==> src/rtl/pipe_stage_reg.sv <==
// Pipeline stage register with valid/ready handshake, synchronous flush and
// programmable bubble value. Define PIPE_STAGE_REG_SKID_EN for a second (skid) entry.
module pipe_stage_reg #(
  parameter int                 WIDTH       = 16,
  parameter logic [WIDTH-1:0]   RESET_VALUE = {WIDTH{1'b0}}
) (
  input  logic             clk,
  input  logic             rst_n,
  input  logic             flush,
  input  logic             in_valid,
  output logic             in_ready,
  input  logic [WIDTH-1:0] in_data,
  output logic             out_valid,
  input  logic             out_ready,
  output logic [WIDTH-1:0] out_data,
  output logic [1:0]       occupancy
);

  // Encoding equals the entry count, so the state register drives occupancy directly.
  typedef enum logic [1:0] {
    EMPTY = 2'd0,
    FULL  = 2'd1,
    SKID  = 2'd2
  } state_t;

  state_t           state;
  state_t           state_nxt;
  logic [WIDTH-1:0] main_q;
  logic [WIDTH-1:0] main_nxt;
  logic             valid_q;
  logic             valid_nxt;
  logic             accept;

`ifdef PIPE_STAGE_REG_SKID_EN
  logic [WIDTH-1:0] skid_q;
  logic [WIDTH-1:0] skid_nxt;
  logic             ready_q;
  logic             ready_nxt;

  assign in_ready = ready_q;
`else
  assign in_ready = ~valid_q | out_ready;
`endif

  assign accept    = in_valid & in_ready;
  assign out_valid = valid_q;
  assign out_data  = main_q;
  assign occupancy = state;

  // State register and datapath/output flops.
  always_ff @(posedge clk or negedge rst_n) begin
    if (!rst_n) begin
      state   <= EMPTY;
      main_q  <= RESET_VALUE;
      valid_q <= 1'b0;
`ifdef PIPE_STAGE_REG_SKID_EN
      skid_q  <= RESET_VALUE;
      ready_q <= 1'b1;
`endif
    end else begin
      state   <= state_nxt;
      main_q  <= main_nxt;
      valid_q <= valid_nxt;
`ifdef PIPE_STAGE_REG_SKID_EN
      skid_q  <= skid_nxt;
      ready_q <= ready_nxt;
`endif
    end
  end

  // Next-state logic; flush overrides every transfer.
  always_comb begin
    state_nxt = state;
    if (flush) begin
      state_nxt = EMPTY;
    end else begin
      case (state)
        EMPTY: if (accept) state_nxt = FULL;
        FULL: begin
          if (out_ready) begin
            if (!accept) state_nxt = EMPTY;
          end
`ifdef PIPE_STAGE_REG_SKID_EN
          else if (accept) begin
            state_nxt = SKID;
          end
        end
        SKID: begin
          if (out_ready) state_nxt = FULL;
`endif
        end
        default: state_nxt = EMPTY;
      endcase
    end
  end

  // Next values of the registered outputs and the data entries.
  always_comb begin
    main_nxt  = main_q;
    valid_nxt = (state_nxt != EMPTY);
`ifdef PIPE_STAGE_REG_SKID_EN
    skid_nxt  = skid_q;
    ready_nxt = (state_nxt != SKID);
`endif
    if (flush) begin
      main_nxt = RESET_VALUE;
`ifdef PIPE_STAGE_REG_SKID_EN
      skid_nxt = RESET_VALUE;
`endif
    end else begin
      if (accept && (state == EMPTY || out_ready)) begin
        main_nxt = in_data;
      end
`ifdef PIPE_STAGE_REG_SKID_EN
      if (accept && state == FULL && !out_ready) begin
        skid_nxt = in_data;
      end
      if (state == SKID && out_ready) begin
        main_nxt = skid_q;
      end
`endif
    end
  end

endmodule

==> config.mk <==
export PLATFORM = sky130hd
export DESIGN_NAME = pipe_stage_reg
export DESIGN_NICKNAME = d
export VERILOG_FILES = /design/src/rtl/pipe_stage_reg.sv
export SDC_FILE = /design/constraint.sdc
export NUM_CORES = 1
export LEC_CHECK = 0
export ABC_AREA = 1
export ABC_CLOCK_PERIOD_IN_PS = 1600
export CORE_AREA = 2 2 45 55
export CTS_BUF_LIST = sky130_fd_sc_hd__clkbuf_2
export DETAILED_ROUTE_END_ITERATION = 8
export DIE_AREA = 0 0 47 57
export PLACE_DENSITY = 0.81
export SLEW_MARGIN = 20
export SYNTH_ARGS = -nofsm -noshare
export SYNTH_HDL_FRONTEND = slang
export SYNTH_SLANG_ARGS = --single-unit
==> constraint.sdc <==
create_clock -name clk -period 1.6 [get_ports clk]
set_input_delay 0.32 -clock clk [delete_from_list [all_inputs] [get_ports clk]]
set_output_delay 0.32 -clock clk [all_outputs]
set_load 0.01 [all_outputs]
==> results.cfg, run 1 <==
[run]
cap_violations = 0

[finish]
diodes = 0
fin_area_um2 = 1410
multi_input_area_um2 = 315
fin_nets = 163
layout-drive-gt1-share_pct = 17.0
regArea_um2 = 475
fin_util_pct = 64.6
areaGrowthSynthToFinish_pct = 68.3
finalNonFillerCells = 172
fillers = 199

[power]
p_sw_uw = 278
power_density_nw_per_um2 = 692
power.share.sequential_pct = 53.6
clockPowerShare_pct = 21.7
ir_worst_vdd_v = 0.000457
p_sw_share_pct = 28.5
p_int_uw = 699
combPwrFrac_pct = 24.7
power_leakage_nw = 0.876
total_power_uw = 977

[synthesis]
postSynthCellCount = 87
yosys-top-cells-count = 19 x dfrtp_1, 18 x nand2_1, 17 x nand3_1, 16 x nand4_1, 4 x nor2_1
synth_top_area_share_pct = 56.6
synth.most_common_cell = dfrtp_1
synth_cell_type_count = 15
synthArstFlopShare_pct = 100
avgSynthCellArea_um2 = 9.65
synth_area_leader_cell = dfrtp_1
syn-num-nets = 108
synth-main-ff-cell = dfrtp_1
netlist_area_um2 = 840
synth-edff-count = 0
yosys-top-cells-area = dfrtp_1 57%, nand4_1 12%, nand3_1 10%
yosys_warnings = 0
ys_ff_latch = 19
seq_area_frac_synth_pct = 56.6

[placement]
gp_congestion = 0.700
port_buffers = 40
dp_cells = 159
place_ws_ns = -0.147
place.detailed.hpwl_um = 1560
placed_cell_area_um2 = 1290

[critical_path]
crit_required_ns = 1.28
critPathArrivalTime_ns = 1.24
slowest_stage = clkdlybuf4s50_1
crit_family = buffers and inverters
critPathMaxFanout = 2
start_kind = flop
timing.critical_path.buf_inv = 1
end_kind = output pin
r2r_setup_slack_ns = 0.28
crit_chain = clkdlybuf4s50_1
path_class = reg -> out
cp_slowest_stage_delay_ns = 0.54

[clocking]
h-tree-depth = 1
cts_sinks = 19
cts_tree = built
cts_hold_buf = 0
clock_path_buffers = 2
clk_pin_slew_ns = 0.19
cts_made_buffers = 3
root_buffer = clkbuf_2
clk_latency_ns = 0.31

[timing]
slew_viol_final = 0
post-route-period-util_pct = 97.7
finClkSkew_ns = 0.00248
postLayoutSetupSlackWorst_ns = 0.0371
tns_ns = 0
finalSetupViolCount = 0
fmax_mhz = 640
hold_viol = 0
finalCriticalPeriod_ns = 1.56
holdWs_ns = 0.312

[floorplanning]
rows = 19
dieArea_um2 = 2680
die_y_um = 57
fp.dieW_um = 47
core_um2 = 2190
ios = 41
start_util_pct = 38.4

[grt]
grt_max_degree = 33
grt.overflow.total = 0
grt_pass1_vias = 825
antenna_found_initial = 0
grt_usage_pct = 18.9
grt_pass1_wl_um = 3690

[routing]
final_antenna_net_count = 0
wl_per_cell_um = 12.9
wl_um = 2220
drt_iter0_markers = 13
first_pass_iters = 4
via_per_inst = 4.91
drc = 0
vias = 845

[hold_path]
min_path_type = in -> async

[run_status]
outcome = finished, final reports clean
-- kinds of logic after synthesis --
| group | Yosys count | synth area share (%) |
|---|---|---|
| simple gates | 56 | 33.2 |
| flops | 19 | 56.6 |
| compound gates | 2 | 3.88 |
| buf+inv | 9 | 5.81 |
| other cells | 1 | 0.447 |
-- final cells by class --
cell class	instances	area share, %
flip-flops and latches	19	33.7
clock buffers	3	1.06
repair buffers	56	39.1
clock inverters	1	0.354
inverters	3	0.797
multi-input cells	59	22.3
well taps	31	2.75
-- power by group through the flow --
stage	sequential, mW	combinational, mW	clock [mW]
floorplan	0.549	0.0733	0
global placement	0.536	0.220	0
detailed placement	0.537	0.225	0
CTS	0.525	0.234	0.213
global route	0.527	0.265	0.235
finish	0.523	0.242	0.212
-- placed cells by master (no fill, tap or decap) --
| master | count |
|---|---|
| nand2_4 | 1 |
| clkinv_2 | 1 |
| nand4_1 | 16 |
| nor2_1 | 4 |
| dlymetal6s2s_1 | 13 |
| conb_1 | 1 |
| buf_4 | 16 |
| clkdlybuf4s50_1 | 26 |
| nand3_1 | 17 |
| dlygate4sd2_1 | 1 |
| dfrtp_1 | 19 |
| inv_1 | 2 |
| a21oi_4 | 1 |
| o21ai_4 | 1 |
| nand2_1 | 18 |
| clkbuf_2 | 3 |
| inv_2 | 1 |
-- final timing paths --
kind	startpoint	endpoint	cells past startpoint
max reg2reg	occupancy[0]	out_data[14]	5
max in group asynchronous	rst_n	out_data[12]	2
min in group clk	out_data[5]	out_data[5]	2
max	out_data[10]	out_data[10]	1
min reg2reg	out_data[5]	out_data[5]	2
min	rst_n	out_valid	2
-- repair_timing --
item,in CTS,in global routing
pin swaps,0,0
endpoints found under the hold margin,0,0
buffers inserted,3,6
gates resized for setup,1,13
setup endpoints to repair,4,16
-- sequential cells by signal, indices dropped and copies added (netlist names) --
signal and cells:
out_data 16, out_valid 1, occupancy 2
-- routing by layer --
layer  routed length [um]  global-route usage, %  vias to the layer above
li1                     -                      -                      416
met1                  816                   24.2                      393
met2                 1240                   30.5                       34
met3                  163                   4.43                        2
met4                    8                   6.75                        0
met5                    0                      0                        -
No activity file was read; power rests on OpenSTA's default activity.
==> run 2, diff against run 1 <==
--- a/config.mk
+++ b/config.mk
@@ -16,3 +16,4 @@
 export SYNTH_ARGS = -nofsm -noshare
 export SYNTH_HDL_FRONTEND = slang
 export SYNTH_SLANG_ARGS = --single-unit
+export TNS_END_PERCENT = 50
==> constraint.sdc (replaced) <==
create_clock -name clk -period 1.6 [get_ports clk]
set_input_delay 0.32 -clock clk [delete_from_list [all_inputs] [get_ports clk]]
set_output_delay 0.32 -clock clk [all_outputs]
set_load 0.05 [all_outputs]
==> results.cfg, run 2 (same netlist as run 1, synthesis figures left out) <==
[run_status]
outcome = finished, final reports clean

[critical_path]
end_kind = output pin
cp_slowest_stage_delay_ns = 0.43
crit_chain = clkdlybuf4s50_1 > inv_2 > nand2_1 > buf_12
critPathArrivalTime_ns = 1.14
crit_required_ns = 1.28
path_class = in -> out
start_kind = input pin
slowest_stage = clkdlybuf4s50_1
critPathMaxFanout = 3

[timing]
finalSetupViolCount = 0
fmax_mhz = 686
rsz0062_at_grt = false
slew_viol_final = 0
finClkSkew_ns = 0.00634
finalCriticalPeriod_ns = 1.46
post-route-period-util_pct = 91.2
holdWs_ns = 0.297
hold_viol = 0
tns_ns = 0

[placement]
port_buffers = 40
gp_congestion = 0.680
dp_cells = 157
place.detailed.hpwl_um = 1510

[clocking]
cts_hold_buf = 0
h-tree-depth = 1
clk_pin_slew_ns = 0.18
cts_resized = 0
cts_sinks = 19
clk_latency_ns = 0.32
root_buffer = clkbuf_2
cts_made_buffers = 3
post_cts_buffers = 0
cts_tree = built
clock_path_buffers = 2

[routing]
wl_per_cell_um = 13.0
drt_iter0_markers = 16
via_per_inst = 4.89
first_pass_iters = 4
vias = 787
wl_um = 2090
final_antenna_net_count = 0
drc = 0

[finish]
largest_reg_flops = 16
final_common_cell = buf_4
fin_nets = 152
areaGrowthSynthToFinish_pct = 54.7
layout-drive-gt1-share_pct = 25.4
layout_common_cells = 21 x buf_4, 20 x clkdlybuf4s50_1, 19 x dfrtp_1
finalNonFillerCells = 161
diodes = 0

[floorplanning]
dieArea_um2 = 2680
core_um2 = 2190
rows = 19
ios = 41
fp.dieW_um = 47
die_y_um = 57
start_util_pct = 38.4

[grt]
grt_max_degree = 33
grt.overflow.total = 0
antenna_found_initial = 0
grt_usage_pct = 17.7
grt_pass1_wl_um = 3420
grt_pass1_vias = 802

[power]
ir_worst_vdd_v = 0.000547
power_leakage_nw = 0.665
power_density_nw_per_um2 = 816

[run]
cap_violations = 0

[hold_path]
min_path_type = in -> async
==> run 2: path summary, 6_finish.rpt <==
kind,slack [ns],from,to,cells past startpoint
setup / recovery,0.14,out_ready,in_ready,4
hold / removal,0.30,rst_n,occupancy[1],2
setup reg to reg,0.37,occupancy[0],out_data[5],4
hold reg to reg,0.53,out_data[14],out_data[14],2
max in group asynchronous,1.10,rst_n,out_data[14],2
min in group clk,0.53,out_data[14],out_data[14],2
==> run 2: cell type report <==
cell class,instances,area (um^2)
clock buffers,4,20.0
fillers,201,888
flip-flops and latches,19,475
multi-input cells,59,315
well taps,31,38.8
repair buffers,45,438
inverters,3,11.3
==> run 2: where the power goes <==
part           leakage (nW)  switching (mW)  internal [mW]
sequential            0.254          0.0221          0.508
clock                0.0166           0.150         0.0662
combinational         0.395           0.191          0.121
==> run 2: through the flow <==
step	util, %	power, mW	setup slack (ns)	instance area, um^2
after floorplan	-	0.711	0.183	840
after global placement	58.5	0.847	0.113	1280
final	59.4	1.06	0.141	1300
after global routing	59.4	1.10	0.0919	1300
after CTS	59.4	1.06	0.141	1300
after detailed placement	58.5	0.853	0.0819	1280
==> run 2: layer usage <==
metal  vias to the layer above  share of wire, %  global-route usage [%]
met5                         -                 0                       0
li1                        389                 -                       -
met4                         0               2.0                    8.73
met1                       359                43                    22.7
met3                         6               5.7                    4.43
met2                        33                49                    27.2
==> run 2: critical path: cells and delay by family <==
kind	cells	cell delay, ns
buffers and inverters	3	0.71
and+or+nand+nor	1	0.10
